===== config.mk =====
export PLATFORM = sky130hd
export DESIGN_NAME = sram_i_reader
export DESIGN_NICKNAME = d
export VERILOG_FILES = /design/src/rtl/conv_pkg.sv /design/src/rtl/sram_rd_fifo.sv /design/src/rtl/sram_i_reader.sv
export SDC_FILE = /design/constraint.sdc
export NUM_CORES = 1
export LEC_CHECK = 0
export CAP_MARGIN = 20
export CORE_ASPECT_RATIO = 2
export CORE_UTILIZATION = 55
export DETAILED_ROUTE_END_ITERATION = 6
export HOLD_SLACK_MARGIN = 0.05
export PLACE_DENSITY_LB_ADDON = 0.2
export RECOVER_POWER = 100
export SLEW_MARGIN = 20
export SYNTH_ARGS = -nofsm -noshare
export SYNTH_HDL_FRONTEND = slang
export SYNTH_SLANG_ARGS = --single-unit

===== constraint.sdc =====
create_clock -name clk -period 5.4 [get_ports clk]
set_clock_uncertainty 0.05 [all_clocks]
set_input_delay 0.54 -clock clk [delete_from_list [all_inputs] [get_ports clk]]
set_output_delay 0.54 -clock clk [all_outputs]
set_load 0.05 [all_outputs]

===== src/rtl/conv_pkg.sv =====
// Shared constants, reader FSM state and FIFO entry type for the conv input-feature path.
// Also holds the modulo-WORD_AMOUNT address adder used by SRAM address generators.
package conv_pkg;
  localparam int WORD_AMOUNT = 3136;
  localparam int DATA_W      = 129;
  localparam int ADDR_W      = $clog2(WORD_AMOUNT);
  localparam int SUM_W       = ADDR_W + 1;

  typedef enum logic [1:0] {RD_IDLE, RD_ISSUE, RD_DRAIN, RD_DONE} rd_state_t;

  typedef struct packed {
    logic              last;
    logic [DATA_W-1:0] dat;
  } rd_word_t;

  // Operands are expected below WORD_AMOUNT, so one correction step is enough.
  function automatic logic [ADDR_W-1:0] addr_add(input logic [ADDR_W-1:0] a,
                                                 input logic [ADDR_W-1:0] b);
    logic [SUM_W-1:0] s;
    s = {1'b0, a} + {1'b0, b};
    if (s >= SUM_W'(WORD_AMOUNT)) s = s - SUM_W'(WORD_AMOUNT);
    return s[ADDR_W-1:0];
  endfunction
endpackage


===== src/rtl/sram_rd_fifo.sv =====
// Output buffer for SRAM read words tagged with an end-of-window flag.
// Latency: push visible at head the cycle after the push edge.
// Backpressure: caller must never push when full or pop when empty; count exposed for credit.
module sram_rd_fifo
  import conv_pkg::*;
#(
  parameter int DEPTH = 4,
  parameter int CNT_W = $clog2(DEPTH + 1)
) (
  input  logic             clk,
  input  logic             rst,
  input  logic             push,
  input  rd_word_t         push_word,
  input  logic             pop,
  output rd_word_t         head,
  output logic [CNT_W-1:0] count
);
  localparam int PTR_W = (DEPTH > 1) ? $clog2(DEPTH) : 1;

  rd_word_t         mem [DEPTH];
  logic [PTR_W-1:0] wr_ptr;
  logic [PTR_W-1:0] rd_ptr;

  function automatic logic [PTR_W-1:0] ptr_inc(input logic [PTR_W-1:0] p);
    return (p == PTR_W'(DEPTH - 1)) ? '0 : p + 1'b1;
  endfunction

  always_ff @(posedge clk or posedge rst) begin
    if (rst) begin
      wr_ptr <= '0;
      rd_ptr <= '0;
      count  <= '0;
    end else begin
      if (push) wr_ptr <= ptr_inc(wr_ptr);
      if (pop)  rd_ptr <= ptr_inc(rd_ptr);
      case ({push, pop})
        2'b10:   count <= count + 1'b1;
        2'b01:   count <= count - 1'b1;
        default: ;
      endcase
    end
  end

  // Storage carries no reset; stale entries are masked by count at the top level.
  always_ff @(posedge clk) begin
    if (push) mem[wr_ptr] <= push_word;
  end

  assign head = mem[rd_ptr];

  a_no_overflow:  assert property (@(posedge clk) disable iff (rst) !(push && count == CNT_W'(DEPTH)));
  a_no_underflow: assert property (@(posedge clk) disable iff (rst) !(pop && count == '0));
endmodule


===== src/rtl/sram_i_reader.sv =====
// Reads a 2-D window from the input-feature SRAM and streams it out on valid/ready.
// Latency: start edge -> first m_valid two cycles later; 1 word/cycle sustained.
// Backpressure: reads are issued only while FIFO occupancy plus in-flight reads fit the FIFO.
module sram_i_reader
  import conv_pkg::*;
#(
  parameter int FIFO_DEPTH = 4
) (
  input  logic              clk,
  input  logic              rst,
  input  logic              start,
  input  logic [ADDR_W-1:0] base_addr,
  input  logic [ADDR_W-1:0] row_len,
  input  logic [ADDR_W-1:0] rows,
  input  logic [ADDR_W-1:0] row_stride,
  output logic              busy,
  output logic              done,
  output logic              sram_rd_req,
  output logic [ADDR_W-1:0] sram_addr,
  input  logic [DATA_W-1:0] sram_dout,
  output logic              m_valid,
  input  logic              m_ready,
  output logic [DATA_W-1:0] m_data,
  output logic              m_last
);
  localparam int CNT_W = $clog2(FIFO_DEPTH + 1);
  localparam int CR_W  = CNT_W + 1;

  rd_state_t         state, state_nxt;
  logic [ADDR_W-1:0] cfg_len, cfg_rows, cfg_stride;
  logic [ADDR_W-1:0] addr, row_start, col_cnt, row_cnt, nxt_row;
  logic              rd_pend, rd_pend_last;
  logic              row_end, final_addr, pop;
  logic [CNT_W-1:0]  fifo_count;
  logic [CR_W-1:0]   in_flight;
  rd_word_t          push_word, head;

  assign row_end    = (col_cnt == cfg_len - 1'b1);
  assign final_addr = row_end && (row_cnt == cfg_rows - 1'b1);
  assign nxt_row    = addr_add(row_start, cfg_stride);
  // Pops in the current cycle are deliberately not credited back.
  assign in_flight  = {1'b0, fifo_count} + {{CNT_W{1'b0}}, rd_pend};

  always_comb begin
    state_nxt   = state;
    sram_rd_req = 1'b0;
    done        = 1'b0;
    busy        = 1'b0;
    case (state)
      RD_IDLE: begin
        if (start) state_nxt = (row_len == '0 || rows == '0) ? RD_DONE : RD_ISSUE;
      end
      RD_ISSUE: begin
        busy        = 1'b1;
        sram_rd_req = (in_flight < CR_W'(FIFO_DEPTH));
        if (sram_rd_req && final_addr) state_nxt = RD_DRAIN;
      end
      RD_DRAIN: begin
        busy = 1'b1;
        if (pop && head.last) state_nxt = RD_DONE;
      end
      RD_DONE: begin
        done      = 1'b1;
        state_nxt = RD_IDLE;
      end
      default: state_nxt = RD_IDLE;
    endcase
  end

  always_ff @(posedge clk or posedge rst) begin
    if (rst) begin
      state        <= RD_IDLE;
      cfg_len      <= '0;
      cfg_rows     <= '0;
      cfg_stride   <= '0;
      addr         <= '0;
      row_start    <= '0;
      col_cnt      <= '0;
      row_cnt      <= '0;
      rd_pend      <= 1'b0;
      rd_pend_last <= 1'b0;
    end else begin
      state        <= state_nxt;
      rd_pend      <= sram_rd_req;
      rd_pend_last <= sram_rd_req && final_addr;
      if (state == RD_IDLE && start) begin
        cfg_len    <= row_len;
        cfg_rows   <= rows;
        cfg_stride <= row_stride;
        addr       <= base_addr;
        row_start  <= base_addr;
        col_cnt    <= '0;
        row_cnt    <= '0;
      end else if (sram_rd_req && !final_addr) begin
        if (row_end) begin
          addr      <= nxt_row;
          row_start <= nxt_row;
          col_cnt   <= '0;
          row_cnt   <= row_cnt + 1'b1;
        end else begin
          addr    <= addr_add(addr, ADDR_W'(1));
          col_cnt <= col_cnt + 1'b1;
        end
      end
    end
  end

  assign sram_addr      = addr;
  assign push_word.last = rd_pend_last;
  assign push_word.dat  = sram_dout;

  sram_rd_fifo #(.DEPTH(FIFO_DEPTH), .CNT_W(CNT_W)) u_fifo (
    .clk       (clk),
    .rst       (rst),
    .push      (rd_pend),
    .push_word (push_word),
    .pop       (pop),
    .head      (head),
    .count     (fifo_count)
  );

  assign m_valid = (fifo_count != '0);
  assign pop     = m_valid && m_ready;
  assign m_data  = m_valid ? head.dat : '0;
  assign m_last  = m_valid && head.last;
endmodule

==> impl_metrics.py, run 1 <==
metrics = {
    "synthesis": {
        "synthMuxAreaShare": 0.1151,
        "synth_top_area_cell": "edfxtp_1",
        "synth_fa_ha_area_frac": 0.01678,
        "synthTopCellsByArea": "edfxtp_1 59%, mux4_2 11%, dfrtp_1 9.1%, and2_1 3.3%, nand2_1 2.2%",
        "synth_nets": 1859,
        "ys_async_sr_fraction": 0.1545,
        "yosysSeqAreaShare": 0.6854,
        "synth_ff_type": "edfxtp_1",
        "postSynthCellCount": 1644,
        "synth_top_area_frac": 0.5949,
        "ys_top_cells_by_count": "520 x edfxtp_1, 152 x nand2_1, 140 x and2_1",
        "synth-simple-area-share": 0.09853,
        "ys_warn_count": 0,
        "synth-compound-area-share": 0.04614,
        "synth_top_family_by_area": "multiplexers",
        "avgSynthCellArea_um2": 15.97,
        "synth_edf_count": 520,
        "yosysMostFrequentCell": "edfxtp_1",
        "synth_area_mm2": 0.02625,
        "synth-seq-cells": 615,
        "synth_cell_types": 79,
        "synth_xor_area_frac": 0.01835,
    },
    "global_route": {
        "antenna_found_initial": 28,
        "first_global_vias": 16220,
        "grt_remaining_overflow": 0,
        "grt_pass1_wl_um": 93030,
        "grt_max_degree": 79,
        "track_usage": 0.2563,
    },
    "flow_run": {
        "max_cap_violations": 7,
    },
    "floorplanning": {
        "ios": 327,
        "start_util": 0.5608,
        "die_y_um": 311.0,
        "die-area_mm2": 0.04866,
        "num_rows": 112,
        "coreArea_mm2": 0.04680,
        "die_w_um": 156.5,
    },
    "finish": {
        "fill_cells": 3264,
        "final_area_mm2": 0.03191,
        "drive_gt1_frac": 0.1214,
        "seq_area_mm2": 0.01800,
        "nets": 2173,
        "area_growth_pct": 21.57,
        "multi_input_area_mm2": 0.007744,
    },
    "pwr": {
        "ir_worst_vdd_mv": 0.5946,
        "finalPower_mw": 19.72,
        "power.density_mw_per_mm2": 617.8,
        "power_leakage_nw": 11.06,
    },
    "clock_network": {
        "post_cts_resized": 0,
        "cts_root_buf": "clkbuf_16",
        "cts-htree-levels": 2,
        "cts.sinks": 615,
        "post_cts_buffers": 0,
        "cts_buffers": 53,
        "cts.clk_slew.worst_paths_ns": 0.07,
        "clk_path_buf_depth": 3,
        "clk-insertion-delay-late_ns": 0.59,
        "ctsHoldBuffers": 0,
        "cts_tree": "done",
    },
    "sta": {
        "fin_crit_ns": 4.611,
        "max_freq_mhz": 216.9,
        "fin_setup_tns_ns": 0,
        "slew_violations": 357,
        "setup_ws_ns": 0.7888,
        "rsz0062_at_grt": "no",
        "relSlewSlack": -1.266,
        "worst_slew_pin_slew_ns": 3.398,
        "finalCritPeriodShare": 0.8539,
        "hold_viol_final": 0,
        "setup_violations": 0,
        "hold_ws_ns": 0.4225,
    },
    "route": {
        "drt_wl_total_um": 60690,
        "drtIter0Drc": 961,
        "viasPerCell": 5.836,
        "m1WireLength_um": 21330,
        "firstDrtPassIters": 5,
        "dr.max_layer_used": "met5",
        "dr_wl_met3_um": 4138,
        "drtAntennaViolNets": 0,
        "met2WireLength_um": 32330,
        "wl_per_cell_um": 22.97,
        "dr_total_vias": 15420,
        "drc": 0,
    },
    "critical_path": {
        "crit_type": "reg2reg",
        "cp_cell_sequence": "inv_1 -> ha_1 -> nor3b_1 -> xnor2_1 -> o221ai_1 -> nor4b_1 -> nand4b_1 -> o31ai_4 -> clkbuf_1 -> o211ai_1 -> o21a_1",
        "cp_top_family": "simple AND/OR/NAND/NOR gates",
        "start_kind": "register",
        "crit_fanout": 20,
        "critical_path_required_ns": 5.83,
        "end_kind": "register",
        "cp_slowest_cell": "o31ai_4",
        "slowest_delay_ns": 0.85,
        "cp.arrival_ns": 5.04,
        "path_buf_inv": 2,
    },
    "outcome": {
        "violations": "capacitance limit, slew limit",
        "outcome": "finished with violations",
    },
    "placed_design": {
        "gp_congestion": 0.8771,
        "preCtsSetupSlack_ns": 1.419,
        "io_buffers": 326,
        "place_area_mm2": 0.03019,
        "hpwl_um": 39950,
    },
    "hold_path": {
        "hold_path.class": "in2reg",
    },
}
==> through the flow <==
step	std cells	utilization
finish	2642	0.6818
global route	2640	0.6817
CTS	2629	0.6820
detailed placement	2530	0.6450
global placement	2530	0.6450
floorplan	1644	-
==> final cells by class <==
class	count	area share
diodes	13	0.001019
clock buffers	68	0.04462
clock inverters	31	0.009645
inverters	42	0.004979
multi-input cells	901	0.2427
flip-flops and latches	615	0.5640
well taps	627	0.02458
repair buffers	345	0.1084
==> worst min-delay path, delay by kind of cell <==
family / cells / cell delay, ns
buffers and inverters: 1 / 0.40
and+or+nand+nor: 2 / 0.09
==> sequential cells by signal, summed over array words and instances, names as in the netlist <==
name and flops:
sram_addr 12, col_cnt 12, row_cnt 12, cfg_len 12
u_fifo.wr_ptr 2, row_start 12, cfg_rows 12, u_fifo.mem 520
rd_pend_last 1, cfg_stride 12, state 2, u_fifo.count 3
rd_pend 1, u_fifo.rd_ptr 2
==> cell usage in the layout (no fill, tap or decap), types with 7 or more instances in the layout <==
master             n
diode_2           13
and2_1           139
o21ai_0           44
or3_1             11
xnor2_1           25
buf_4              7
nand2_1          152
edfxtp_1         520
clkbuf_16         54
ha_1              32
mux4_2           130
a211oi_1           7
inv_1             41
nor4_1            17
nand3_1           28
xor2_1            30
a21oi_1           37
nand4_1           20
nand2b_1           8
clkinv_2           7
nor2_1            49
clkbuf_1          16
a31oi_1           17
clkinv_1          11
dlygate4sd3_1    272
and3_1            12
dfrtp_1           93
nor3_1            19
mux2i_1            7
clkdlybuf4s50_1   54
a21o_1            10
==> routing by layer <==
layer / GRT usage / up-vias
li1: - / 6967
met1: 0.2894 / 7759
met2: 0.4495 / 523
met3: 0.06546 / 145
met4: 0.1183 / 24
met5: 0 / -
==> cells by family (layout without fill, tap and decap cells) <==
| group | Yosys count | in the layout |
|---|---|---|
| mux | 139 | 139 |
| xor+xnor | 55 | 55 |
| flops | 615 | 615 |
| simple gates | 492 | 492 |
| other cells | 0 | 13 |
| compound gates | 181 | 181 |
| buf+inv | 128 | 486 |
| fa+ha+maj | 34 | 34 |
==> power breakdown <==
part | total (mW) | leakage [nW] | switching, mW | internal [mW]
combinational | 9.37 | 4.35 | 5.95 | 3.42
sequential | 6.54 | 5.87 | 0.620 | 5.92
clock | 3.80 | 0.835 | 1.69 | 2.11
total | 19.7 | 11.1 | 8.26 | 11.5
==> final timing paths <==
path | from | endpoint | slack, ns | cells past startpoint
worst max-delay path | cfg_len[0]$_DFFE_PP0P_ | row_start[1]$_DFFE_PP0P_ | 0.79 | 11
worst min-delay path | row_stride[10] | cfg_stride[10]$_DFFE_PP0P_ | 0.42 | 3
worst max register to register | cfg_len[0]$_DFFE_PP0P_ | row_start[1]$_DFFE_PP0P_ | 0.79 | 11
worst min register to register | cfg_stride[0]$_DFFE_PP0P_ | cfg_stride[0]$_DFFE_PP0P_ | 0.44 | 2
max in group asynchronous | rst | row_cnt[7]$_DFFE_PP0P_ | 2.31 | 3
min in group asynchronous | rst | col_cnt[9]$_DFFE_PP0P_ | 0.92 | 2
No activity file was read; power rests on OpenSTA's default activity.
==> inputs of run 2 (changes only) <==
--- a/config.mk
+++ b/config.mk
@@ -6,8 +6,8 @@
 export NUM_CORES = 1
 export LEC_CHECK = 0
 export CAP_MARGIN = 20
-export CORE_ASPECT_RATIO = 2
-export CORE_UTILIZATION = 55
+export CORE_ASPECT_RATIO = 0.75
+export CORE_UTILIZATION = 56
 export DETAILED_ROUTE_END_ITERATION = 6
 export HOLD_SLACK_MARGIN = 0.05
 export PLACE_DENSITY_LB_ADDON = 0.2
==> impl_metrics.py, run 2 (synthesis results as in run 1) <==
metrics = {
    "critical_path": {
        "rr_endpoint": "u_fifo.mem[3][75]$_DFFE_PP_",
        "cp_slowest_cell": "dfrtp_1",
        "cp-endpoint": "m_data[31]",
        "start_kind": "register",
        "crit_fanout": 33,
        "crit_type": "reg2out",
        "cp_cell_sequence": "buf_16 -> buf_4 -> mux4_2 -> and2_1 -> dlygate4sd3_1",
        "cp.arrival_ns": 3.87,
        "path_depth": 5,
        "path_buf_inv": 3,
        "critical_path_required_ns": 4.81,
        "rr_worst_depth": 3,
        "cp_top_family": "buffers and inverters",
        "rrSetupSlack_ns": 1.01,
        "slowest_delay_ns": 1.10,
        "end_kind": "output pin",
        "crit_start": "u_fifo.rd_ptr[0]$_DFFE_PP0P_",
        "r2r_start": "u_fifo.wr_ptr[0]$_DFFE_PP0P_",
    },
    "sta": {
        "finalCritPeriodShare": 0.8254,
        "rsz0062_at_grt": "no",
        "relSlewSlack": -0.9566,
        "fin_setup_tns_ns": 0,
        "hold_viol_final": 0,
        "worst_slew_pin_slew_ns": 2.935,
        "setup_violations": 0,
        "slew_violations": 291,
        "max_freq_mhz": 224.4,
        "fin_crit_ns": 4.457,
    },
    "clock_network": {
        "clk_path_buf_depth": 3,
        "post_cts_buffers": 0,
        "cts.clk_slew.worst_paths_ns": 0.07,
        "clk-insertion-delay-late_ns": 0.60,
        "cts_tree": "done",
        "cts.sinks": 615,
        "post_cts_resized": 0,
        "ctsHoldBuffers": 0,
        "cts_buffers": 57,
        "cts_root_buf": "clkbuf_16",
        "cts-htree-levels": 2,
    },
    "route": {
        "wl_per_cell_um": 21.71,
        "drtAntennaViolNets": 0,
        "drc": 0,
        "firstDrtPassIters": 5,
        "viasPerCell": 5.790,
        "drt_wl_total_um": 57590,
        "drtIter0Drc": 1096,
        "dr_total_vias": 15360,
    },
    "pwr": {
        "power_leakage_nw": 11.13,
        "ir_worst_vdd_mv": 0.4807,
        "power.density_mw_per_mm2": 616.1,
    },
    "floorplanning": {
        "start_util": 0.5692,
        "die_w_um": 252.0,
        "ios": 327,
        "die-area_mm2": 0.04775,
        "num_rows": 68,
        "die_y_um": 189.5,
        "coreArea_mm2": 0.04611,
    },
    "finish": {
        "layout_common_cells": "520 x edfxtp_1, 273 x dlygate4sd3_1, 152 x nand2_1",
        "largest_reg_flops": 520,
        "max_flop_register": "u_fifo.mem",
        "drive_gt1_frac": 0.1262,
        "nets": 2181,
        "area_growth_pct": 21.96,
        "final_common_cell": "edfxtp_1",
        "fill_cells": 3093,
        "fin_cells": 2652,
    },
    "placed_design": {
        "io_buffers": 326,
        "placed_cells": 2536,
        "gp_congestion": 0.9206,
        "hpwl_um": 36720,
    },
    "global_route": {
        "antenna_found_initial": 21,
        "grt_pass1_wl_um": 88950,
        "track_usage": 0.2446,
        "grt_remaining_overflow": 0,
        "first_global_vias": 15450,
        "grt_max_degree": 96,
    },
    "flow_run": {
        "max_cap_violations": 7,
    },
    "outcome": {
        "violations": "capacitance limit, slew limit",
        "outcome": "finished with violations",
    },
    "hold_path": {
        "hold_path.class": "reg2reg",
        "min_from": "cfg_stride[4]$_DFFE_PP0P_",
    },
}
## run 2: power breakdown
part           switching, mW  internal, mW  total (mW)
clock network           1.71          2.15        3.86
logic                   5.91          3.46        9.37
registers              0.571          5.92        6.49
total                   8.20          11.5        19.7
## run 2: worst min path at each step
stage	end	slack (ns)	cells after the start
after floorplan	cfg_stride[0]$_DFFE_PP0P_	0.40	2
after global placement	cfg_stride[0]$_DFFE_PP0P_	0.42	2
after detailed placement	cfg_stride[11]$_DFFE_PP0P_	0.43	2
after CTS	cfg_len[4]$_DFFE_PP0P_	0.37	2
after global routing	cfg_stride[4]$_DFFE_PP0P_	0.45	3
final	cfg_stride[4]$_DFFE_PP0P_	0.45	2
## run 2: area by class of cell
class / instances / area (um^2) / area share
tap: 630 / 788.3 / 0.02462
antenna: 9 / 22.52 / 0.0007035
timing repair buffer: 349 / 3516 / 0.1098
multi-input combinational: 901 / 7730 / 0.2415
sequential: 615 / 18000 / 0.5621
inverter: 42 / 158.9 / 0.004963
clock inverter: 36 / 279.0 / 0.008715
clock buffer: 70 / 1524 / 0.04760
## run 2: routing by layer
metal / global-route usage / part of all wire / up-vias / routed length, um
met5: 0 / 0.0025 / - / 143
met4: 0.05711 / 0.020 / 22 / 1135
met3: 0.06434 / 0.075 / 107 / 4344
met2: 0.3801 / 0.47 / 474 / 26940
met1: 0.3494 / 0.43 / 7786 / 25020
li1: - / - / 6967 / -
## run 2: worst min-delay path, delay by kind of cell (launching register included)
family | cells | cell delay, ns
AND/OR/NAND/NOR | 2 | 0.12
flip-flops | 1 | 0.35
## run 2: through the flow
stage | worst slack (ns) | util | instance area (um^2) | hold slack (ns) | power [mW]
floorplan | 1.244 | - | 26250 | 0.4023 | 13.37
global placement | 1.728 | 0.6553 | 30220 | 0.4184 | 16.15
detailed placement | 1.599 | 0.6553 | 30220 | 0.4254 | 16.27
CTS | 1.124 | 0.6944 | 32020 | 0.3703 | 20.19
global route | 0.6694 | 0.6939 | 32000 | 0.4548 | 20.72
finish | 0.9431 | 0.6942 | 32010 | 0.4450 | 19.72
==> patch: new RTL, flow settings as in run 1 <==
The package constant `WORD_AMOUNT` goes from 3136 to 6272.
--- a/src/rtl/conv_pkg.sv
+++ b/src/rtl/conv_pkg.sv
@@ -1,7 +1,7 @@
 // Shared constants, reader FSM state and FIFO entry type for the conv input-feature path.
 // Also holds the modulo-WORD_AMOUNT address adder used by SRAM address generators.
 package conv_pkg;
-  localparam int WORD_AMOUNT = 3136;
+  localparam int WORD_AMOUNT = 6272;
   localparam int DATA_W      = 129;
   localparam int ADDR_W      = $clog2(WORD_AMOUNT);
   localparam int SUM_W       = ADDR_W + 1;
Ports: changed (5 resized); port bits go from 327 to 332. The function was not compared with the original's and may differ.
==> patch against run 1 <==
Count of clock-buffer cells in the layout fell by 7; total power rose by 0.29%; critical path type is now register to output pin; final area rose by 0.80%; sequential cell count rose by 7; largest power group unchanged; utilization fell by 0.27 points; the run still ends with max-capacitance violations, max-slew violations left; clock power rose by 4%; setup slack improved by 0.065 ns; first-iteration DRC count rose by 2.0%; sequential share of layout area rose by 0.097 points; area after synthesis rose by 0.54%; non-clock buffer count rose by 7; critical path depth fell by 7; wire length rose by 1.8%.
==> patch: results (changes against run 1) <==
- Status: finished with violations (unchanged).
- Violations in the final reports: max-capacitance violations, max-slew violations (unchanged).
- The count of maximum capacitance violations is 10 (was 7).
- Most frequent cells after synthesis: sky130_fd_sc_hd__edfxtp_1, sky130_fd_sc_hd__nand2_1, sky130_fd_sc_hd__and2_1 (unchanged).
- The capturing instance or port of the critical path is m_data[53] (was row_start[1]$_DFFE_PP0P_).
- The final worst hold slack is 0.4390 ns (was 0.4225 ns).
- The number of nets at the end of the flow is 2,188 (was 2,173).
- The portion of the layout cell area used by non-clock buffers was 10.83% (was 10.84%).
- The startpoint of the most critical setup path is u_fifo.count[2]$_DFFE_PP0P_ (was cfg_len[0]$_DFFE_PP0P_).
- The all-layer global routing usage came to 25.94% (was 25.63%).
- The number of buffer cells added on primary ports is 331 (was 326).
- The number of standard cells in the layout, taps in and fillers out was 2,657 (was 2,642).
- The clock buffer and inverter area fraction after layout came to 5.605% (was 5.426%).
- The number of distinct library cells after synthesis is 67 (was 79).
- The total power consumption of the routed design is 19.77 mW (was 19.72 mW).
- The family with the most delay on the worst path is buffers and inverters (was simple AND/OR/NAND/NOR gates).
- The routing usage on met1 is 28.67% (was 28.94%).
- The sum of routed wire length over all layers was 61,790 um (was 60,690 um).
- The worst max-slew margin expressed relative to the limit came to -96.80% (was -126.6%).
- The net count after synthesis is 1,864 (was 1,859).
- The count of plain and timing-repair buffers came to 352 (was 345).
- The met2 demand-to-capacity share in global routing is 46.57% (was 44.95%).
- The leakage power of the design is 11.25 nW (was 11.06 nW).
- The met3 track utilization from global routing is 5.604% (was 6.546%).
- The HPWL reported at the end of detailed placement is 39,980 um (was 39,950 um).
- The number of global-route vias before repair is 16,527 (was 16,217).
- The antenna diode instance count is 14 (was 13).
- The number of antenna violations at the first check in global routing is 26 (was 28).
- The multi-input gate share of the layout cell area is 24.19% (was 24.27%).
- The part of the power in combinational logic is 46.9% (was 47.5%).
- The number of max-slew violations in the final report was 635 (was 357).
- The number of cells traversed by the worst hold path was 2 (was 3).
- The share of layout cells above drive strength 1 is 12.23% (was 12.14%).
- Main area contributors after synthesis: sky130_fd_sc_hd__edfxtp_1, sky130_fd_sc_hd__mux4_2, sky130_fd_sc_hd__dfrtp_1, sky130_fd_sc_hd__and2_1, sky130_fd_sc_hd__nand2_1 (unchanged).
- The layout overhead on the synthesized area is 21.88% (was 21.57%).
- The routed metal-1 wire length is 21,950 um (was 21,330 um).
- The mean cell area of the mapped netlist is 16.04 um2 (was 15.97 um2).
-- patch: cell types whose count changed in the layout (fill, tap and decap cells not counted), sizes merged, moves of 11 or more --
| cell | before | now |
|---|---|---|
| a31oi | 17 | 6 |
| clkdlybuf4s50 | 54 | 79 |
| dlygate4sd3 | 272 | 252 |
| inv | 42 | 25 |
| o21ai | 47 | 69 |
| xnor2 | 25 | 38 |
-- patch: cells by family (layout without fill, tap and decap cells) --
kind of cell / Yosys count / in the layout / share of synthesized area (%)
adders and majority gates: 34 / 34 / 1.669
AOI/OAI and AO/OA: 181 / 181 / 4.371
other: 0 / 14 / 0
and+or+nand+nor: 484 / 484 / 9.487
muxes: 143 / 143 / 11.61
xor gates and xnor gates: 73 / 73 / 2.423
DFF: 622 / 622 / 68.84
buffers and inverters: 108 / 474 / 1.607
